==> config.mk <==
export PLATFORM = sky130hd
export DESIGN_NAME = mulalu
export DESIGN_NICKNAME = d
export VERILOG_FILES = /design/src/rtl/mulalu_pkg.sv /design/src/rtl/mulalu_divcore.sv /design/src/rtl/mulalu.sv
export SDC_FILE = /design/constraint.sdc
export NUM_CORES = 2
export LEC_CHECK = 0
export ABC_AREA = 1
export BUFFER_PORTS_ARGS = -buffer_cell sky130_fd_sc_hd__buf_2
export CELL_PAD_IN_SITES_DETAIL_PLACEMENT = 1
export CELL_PAD_IN_SITES_GLOBAL_PLACEMENT = 1
export CORE_MARGIN = 10
export CORE_UTILIZATION = 25
export DETAILED_ROUTE_END_ITERATION = 7
export GPL_ROUTABILITY_DRIVEN = 0
export HOLD_SLACK_MARGIN = 0.15
export PLACE_DENSITY = 0.5
export SLEW_MARGIN = 10
export SYNTH_ARGS = -nofsm -noshare
export SYNTH_HDL_FRONTEND = slang
export SYNTH_HIERARCHICAL = 1
export SYNTH_SLANG_ARGS = --single-unit
==> constraint.sdc <==
create_clock -name clk -period 7.2 [get_ports clk]
set_input_delay 1.44 -clock clk [delete_from_list [all_inputs] [get_ports clk]]
set_output_delay 1.44 -clock clk [all_outputs]
set_load 0.005 [all_outputs]
==> src/rtl/mulalu_pkg.sv <==
// mulalu_pkg: shared types and constants for the EX-stage multiply/divide unit.
//   W_FUNC / W_DATA   : request-code and datapath widths
//   FUNC_MUL/FUNC_DIV : request codes on mulalu_func (0 = no request)
//   mulalu_state_t    : unit FSM state
//   mag()             : operand magnitude, only applied when signed
package mulalu_pkg;

    localparam int W_FUNC = 5;
    localparam int W_DATA = 32;

    localparam logic [W_FUNC-1:0] FUNC_MUL = 5'd1;
    localparam logic [W_FUNC-1:0] FUNC_DIV = 5'd2;

    typedef enum logic [1:0] {
        IDLE = 2'd0,
        MUL  = 2'd1,
        DIV  = 2'd2,
        DONE = 2'd3
    } mulalu_state_t;

    // 0x8000_0000 maps to itself, which is the correct unsigned magnitude.
    function automatic logic [W_DATA-1:0] mag(input logic [W_DATA-1:0] v,
                                              input logic              is_signed);
        return (is_signed && v[W_DATA-1]) ? (~v + 1'b1) : v;
    endfunction

endpackage

==> src/rtl/mulalu_divcore.sv <==
// divcore: one radix-2 restoring-division step.
//   rem_in/rem_out  : 33-bit partial remainder
//   quo_in/quo_out  : dividend bits shifting out / quotient bits shifting in
//   divisor         : divisor magnitude
module divcore
    import mulalu_pkg::*;
(
    input  logic [W_DATA:0]   rem_in,
    input  logic [W_DATA-1:0] quo_in,
    input  logic [W_DATA-1:0] divisor,
    output logic [W_DATA:0]   rem_out,
    output logic [W_DATA-1:0] quo_out
);

    // One extra bit above the remainder so the trial subtraction carries its
    // own sign without losing the shifted-out remainder MSB.
    logic [W_DATA+1:0] rem_sh;
    logic [W_DATA+1:0] trial;

    always_comb begin
        rem_sh  = {rem_in, quo_in[W_DATA-1]};
        trial   = rem_sh - {2'b00, divisor};
        rem_out = rem_sh[W_DATA:0];
        quo_out = {quo_in[W_DATA-2:0], 1'b0};
        if (!trial[W_DATA+1]) begin
            rem_out    = trial[W_DATA:0];
            quo_out[0] = 1'b1;
        end
    end

endmodule

==> src/rtl/mulalu.sv <==
// mulalu: multi-cycle multiply/divide unit for the EX stage.
//   clk, rst_n          : clock, asynchronous active-low reset
//   mulalu_func         : FUNC_MUL, FUNC_DIV or 0 (no request)
//   mulalu_sign         : 1 = signed (MULT/DIV), 0 = unsigned
//   source_a, source_b  : multiplicand/dividend, multiplier/divisor
//   flush               : abort current operation, suppress write pulses
//   stall               : hold EX and upstream while the unit is busy
//   hi_write/lo_write   : one-cycle write strobes in DONE
//   hi_write_data/lo_write_data : registered results, held between strobes
// Multiply takes 2 cycles (accept, MUL), divide 33 (accept + 32 steps);
// the write pulse comes in the following DONE cycle.
module mulalu
    import mulalu_pkg::*;
(
    input  logic              clk,
    input  logic              rst_n,
    input  logic [W_FUNC-1:0] mulalu_func,
    input  logic              mulalu_sign,
    input  logic [W_DATA-1:0] source_a,
    input  logic [W_DATA-1:0] source_b,
    input  logic              flush,
    output logic              stall,
    output logic              hi_write,
    output logic [W_DATA-1:0] hi_write_data,
    output logic              lo_write,
    output logic [W_DATA-1:0] lo_write_data
);

    mulalu_state_t     state, state_nx;
    logic [4:0]        cnt;
    logic [W_DATA-1:0] op_a;      // multiplicand, or dividend/quotient during DIV
    logic [W_DATA-1:0] op_b;      // multiplier, or divisor magnitude during DIV
    logic              sign_r;
    logic [W_DATA:0]   rem;
    logic              q_neg, r_neg;
    logic [W_DATA-1:0] hi_res, lo_res;

    logic              req, accept;
    logic [W_DATA:0]   rem_nx;
    logic [W_DATA-1:0] quo_nx, quo_fix, rem_fix;
    logic signed [W_DATA:0]     ext_a, ext_b;
    logic signed [2*W_DATA-1:0] prod;

    assign req    = (mulalu_func != '0);
    assign accept = (state == IDLE) && req && !flush;

    divcore u_divcore (
        .rem_in  (rem),
        .quo_in  (op_a),
        .divisor (op_b),
        .rem_out (rem_nx),
        .quo_out (quo_nx)
    );

    always_comb begin
        ext_a   = {sign_r & op_a[W_DATA-1], op_a};
        ext_b   = {sign_r & op_b[W_DATA-1], op_b};
        prod    = 64'(ext_a) * 64'(ext_b);
        quo_fix = q_neg ? (~quo_nx + 1'b1) : quo_nx;
        rem_fix = r_neg ? (~rem_nx[W_DATA-1:0] + 1'b1) : rem_nx[W_DATA-1:0];
    end

    always_comb begin
        state_nx = state;
        if (flush) begin
            state_nx = IDLE;
        end else begin
            case (state)
                IDLE:    if (req) state_nx = (mulalu_func == FUNC_DIV) ? DIV : MUL;
                MUL:     state_nx = DONE;
                DIV:     if (cnt == 5'd31) state_nx = DONE;
                default: state_nx = IDLE;
            endcase
        end
    end

    always_ff @(posedge clk or negedge rst_n) begin
        if (!rst_n) begin
            state  <= IDLE;
            cnt    <= '0;
            op_a   <= '0;
            op_b   <= '0;
            sign_r <= 1'b0;
            rem    <= '0;
            q_neg  <= 1'b0;
            r_neg  <= 1'b0;
            hi_res <= '0;
            lo_res <= '0;
        end else begin
            state <= state_nx;
            if (accept) begin
                sign_r <= mulalu_sign;
                cnt    <= '0;
                rem    <= '0;
                if (mulalu_func == FUNC_DIV) begin
                    op_a  <= mag(source_a, mulalu_sign);
                    op_b  <= mag(source_b, mulalu_sign);
                    // Divide by zero skips the quotient negation so LO stays
                    // all ones; the remainder negation restores the raw
                    // dividend into HI.
                    q_neg <= mulalu_sign & (source_a[W_DATA-1] ^ source_b[W_DATA-1])
                             & (source_b != '0);
                    r_neg <= mulalu_sign & source_a[W_DATA-1];
                end else begin
                    op_a <= source_a;
                    op_b <= source_b;
                end
            end else if (!flush && state == MUL) begin
                hi_res <= prod[2*W_DATA-1:W_DATA];
                lo_res <= prod[W_DATA-1:0];
            end else if (!flush && state == DIV) begin
                rem  <= rem_nx;
                op_a <= quo_nx;
                cnt  <= cnt + 5'd1;
                if (cnt == 5'd31) begin
                    hi_res <= rem_fix;
                    lo_res <= quo_fix;
                end
            end
        end
    end

    always_comb begin
        stall         = accept || (state == MUL) || (state == DIV);
        hi_write      = (state == DONE) && !flush;
        lo_write      = (state == DONE) && !flush;
        hi_write_data = hi_res;
        lo_write_data = lo_res;
    end

endmodule

==> out/results.txt <==
FF+latch count, synth = 171
# IOs = 140
Hold Path Sink = lo_write_data[29]
number of synthesis warnings = 6
CTS buffer count = 17
required time of the critical path = 7.69 ns
count of cell types in the netlist = 57
CP endpoint kind = flip-flop
Post-Syn Area = 54700 um^2
top cells by area, synth = fa_1 (41%), nand2_1 (14%), inv_1 (14%)
Detailed Place HPWL = 215 mm
R2R setup slack = -0.08 ns
Worst Hold Class = reg2reg
Tmin final = 7.28 ns
chip height = 488 um
Slew @ Worst Pin = 1.04 ns
Fmax achieved = 0.137 GHz
DR WL/cell = 23.3 um
Final Cell Area = 66800 um^2
placed inst area = 63000 um^2
relative slew slack = 0.304
most frequent cells in the layout = inv_1 (1944), nand2_1 (1944), fa_1 (1075), buf_4 (587), nor2_1 (309)
RR Endpoint = hi_write_data[24]
Final Util = 0.307
family with the most delay on the worst path = adder cells
largest net degree at the start of global routing = 103
status = complete, but fails checks
vias per inst = 4.56
first-pass GRT wire length = 373 mm
final setup fails = 13
TritonCTS Sinks = 171
setup ws final = -0.0827 ns
Max Cap Viol = 0
failing checks = setup timing
Synth area leader = fa_1
post-synth top area share = 0.412
Register-to-Register Path Depth = 31
slowest stage delay, CP = 0.67 ns
Hold Buf Count CTS = 0
Die ar. = 238000 um^2
Buffers on Ports = 139
crit-path most repeated cell = fa_1
Core ar. = 217000 um^2
hold path depth = 2
CTS H-tree lvls = 4
Crit Path Class = reg2reg
Net Count, Synth = 8929
crit path launch type = flip-flop
Area growth syn-to-layout = 22.2%
Starting DRT DRC Count = 2690
DR vias = 49500
Cells after Synth = 7475
initial antenna violation count = 5
hold path startpoint = lo_write_data[29]
Critical Path AT = 7.77 ns
WP buf/inv = 12
Skew-Pair Late Insertion Delay = 0.56 ns
syn avg cell area = 7.32 um^2
layout net count = 9428
Max stage delay cell, worst path = fa_2
antenna-violating nets left = 0
number of global-route vias before repair = 54900
Initial Utilization = 0.252
Chip Width = 488 um
Routed WL = 252 mm
Critical Path Source = op_b[6]
Seq/Total Area, Yosys = 0.0782
DRT Pass-1 Iters = 5
CTS max path bufs = 2
crit path max fanout = 6
total track usage = 0.211
CTS tree = yes
drc violations = 0
Hold Vio Cnt, Final = 0
row cnt = 171
RSZ-0062 raised after global routing = yes
gr ovfl total = 0
r2r startpoint = op_b[6]
fin crit share = 1.01
Worst-path clk slew = 0.09 ns
CTS root buffer = clkbuf_16
max-slew violation count = 0
share of layout cells above drive strength 1 = 0.187
clk_skew = 0.0258 ns
final cells by class:
class / instances / area (um^2)
antenna: 2 / 5.00
clock buffer: 18 / 439
clock inverter: 14 / 181
fill: 26400 / 151000
inverter: 2008 / 7560
multi-input combinational: 4920 / 43400
sequential: 171 / 4330
tap: 2854 / 3570
timing repair buffer: 856 / 7270
timing repair:
item / CTS / global route
buffers inserted: 43 / 21
gates resized for setup: 353 / 341
gates cloned: 1 / 2
endpoints found under the setup margin: 47 / 48
pin swaps: 94 / 118
metrics by stage:
| stage | std cells | worst slack [ns] | hold WS [ns] | setup TNS [ns] |
|---|---|---|---|---|
| after global placement | 10700 | -0.708 | 0.466 | -13.74 |
| after CTS | 10800 | -0.122 | 0.491 | -1.14 |
| after global routing | 10800 | -0.298 | 0.512 | -5.82 |
| after floorplan | 7475 | -0.000239 | 0.456 | -0.000239 |
| after detailed placement | 10700 | -0.778 | 0.467 | -15.25 |
| final | 10800 | -0.0827 | 0.487 | -0.473 |
state kept, by name (all words and copies together) (netlist names):
register / flops
cnt: 5
op_a: 32
q_neg: 1
sign_r: 1
rem: 33
lo_write_data: 32
state: 2
r_neg: 1
hi_write_data: 32
op_b: 32
cell usage after synthesis, drive strengths merged:
cell and number:
nor4 5, and3 1, nor3 40, xor2 57, o21a 1, o221ai 5, ha 255, buf 83
a22oi 1, a21oi 193, mux2 2, o211ai 2, clkbuf 293, a21o 2, a211oi 1, o41ai 1
nand3 316, dfrtp 171, xnor2 18, and2 11, or2 17, inv 2008, a311oi 1, o211a 1
fa 1126, o31ai 2, nor3b 1, o21bai 14, o22ai 2, nand4 52, a21boi 9, a31oi 29
o21ai 237, nand3b 12, nand2b 1, nor2 409, nand2 2084, a22o 12
routing by layer:
metal / share of wire / track usage
met5: 0 / 0
met4: 0.029 / 0.0517
met3: 0.032 / 0.0148
met2: 0.50 / 0.373
met1: 0.44 / 0.279
logic make-up (layout without fill, tap and decap cells):
family | Yosys count | in the layout | synth area share
buffers and inverters | 2384 | 2896 | 0.168
flip-flops | 171 | 171 | 0.0782
AND/OR/NAND/NOR | 2949 | 2949 | 0.219
other | 0 | 2 | 0
adder cells (fa/ha/maj) | 1381 | 1381 | 0.471
multiplexers | 2 | 2 | 0.000412
XOR/XNOR | 75 | 75 | 0.0120
AO/OA/AOI/OAI | 513 | 513 | 0.0512
worst register-to-register path: cells and delay by family (launching register included):
kind	cells	cell delay, ns
adders and majority gates	9	4.37
DFF	1	0.50
buffers and inverters	12	1.22
AOI/OAI and AO/OA	1	0.16
and+or+nand+nor	9	0.98
how the worst max path moves through the flow:
stage | end | slack, ns | depth (start not counted)
finish | hi_write_data[24] | -0.08 | 31
global route | hi_write_data[19] | -0.30 | 29
CTS | hi_write_data[24] | -0.12 | 31
detailed placement | hi_write_data[23] | -0.78 | 28
global placement | hi_write_data[23] | -0.71 | 27
floorplan | hi_write_data[22] | -0.0002 | 33
Power is not shown: default switching activity piles up to over one toggle a cycle in this logic, so the estimate is an artifact.
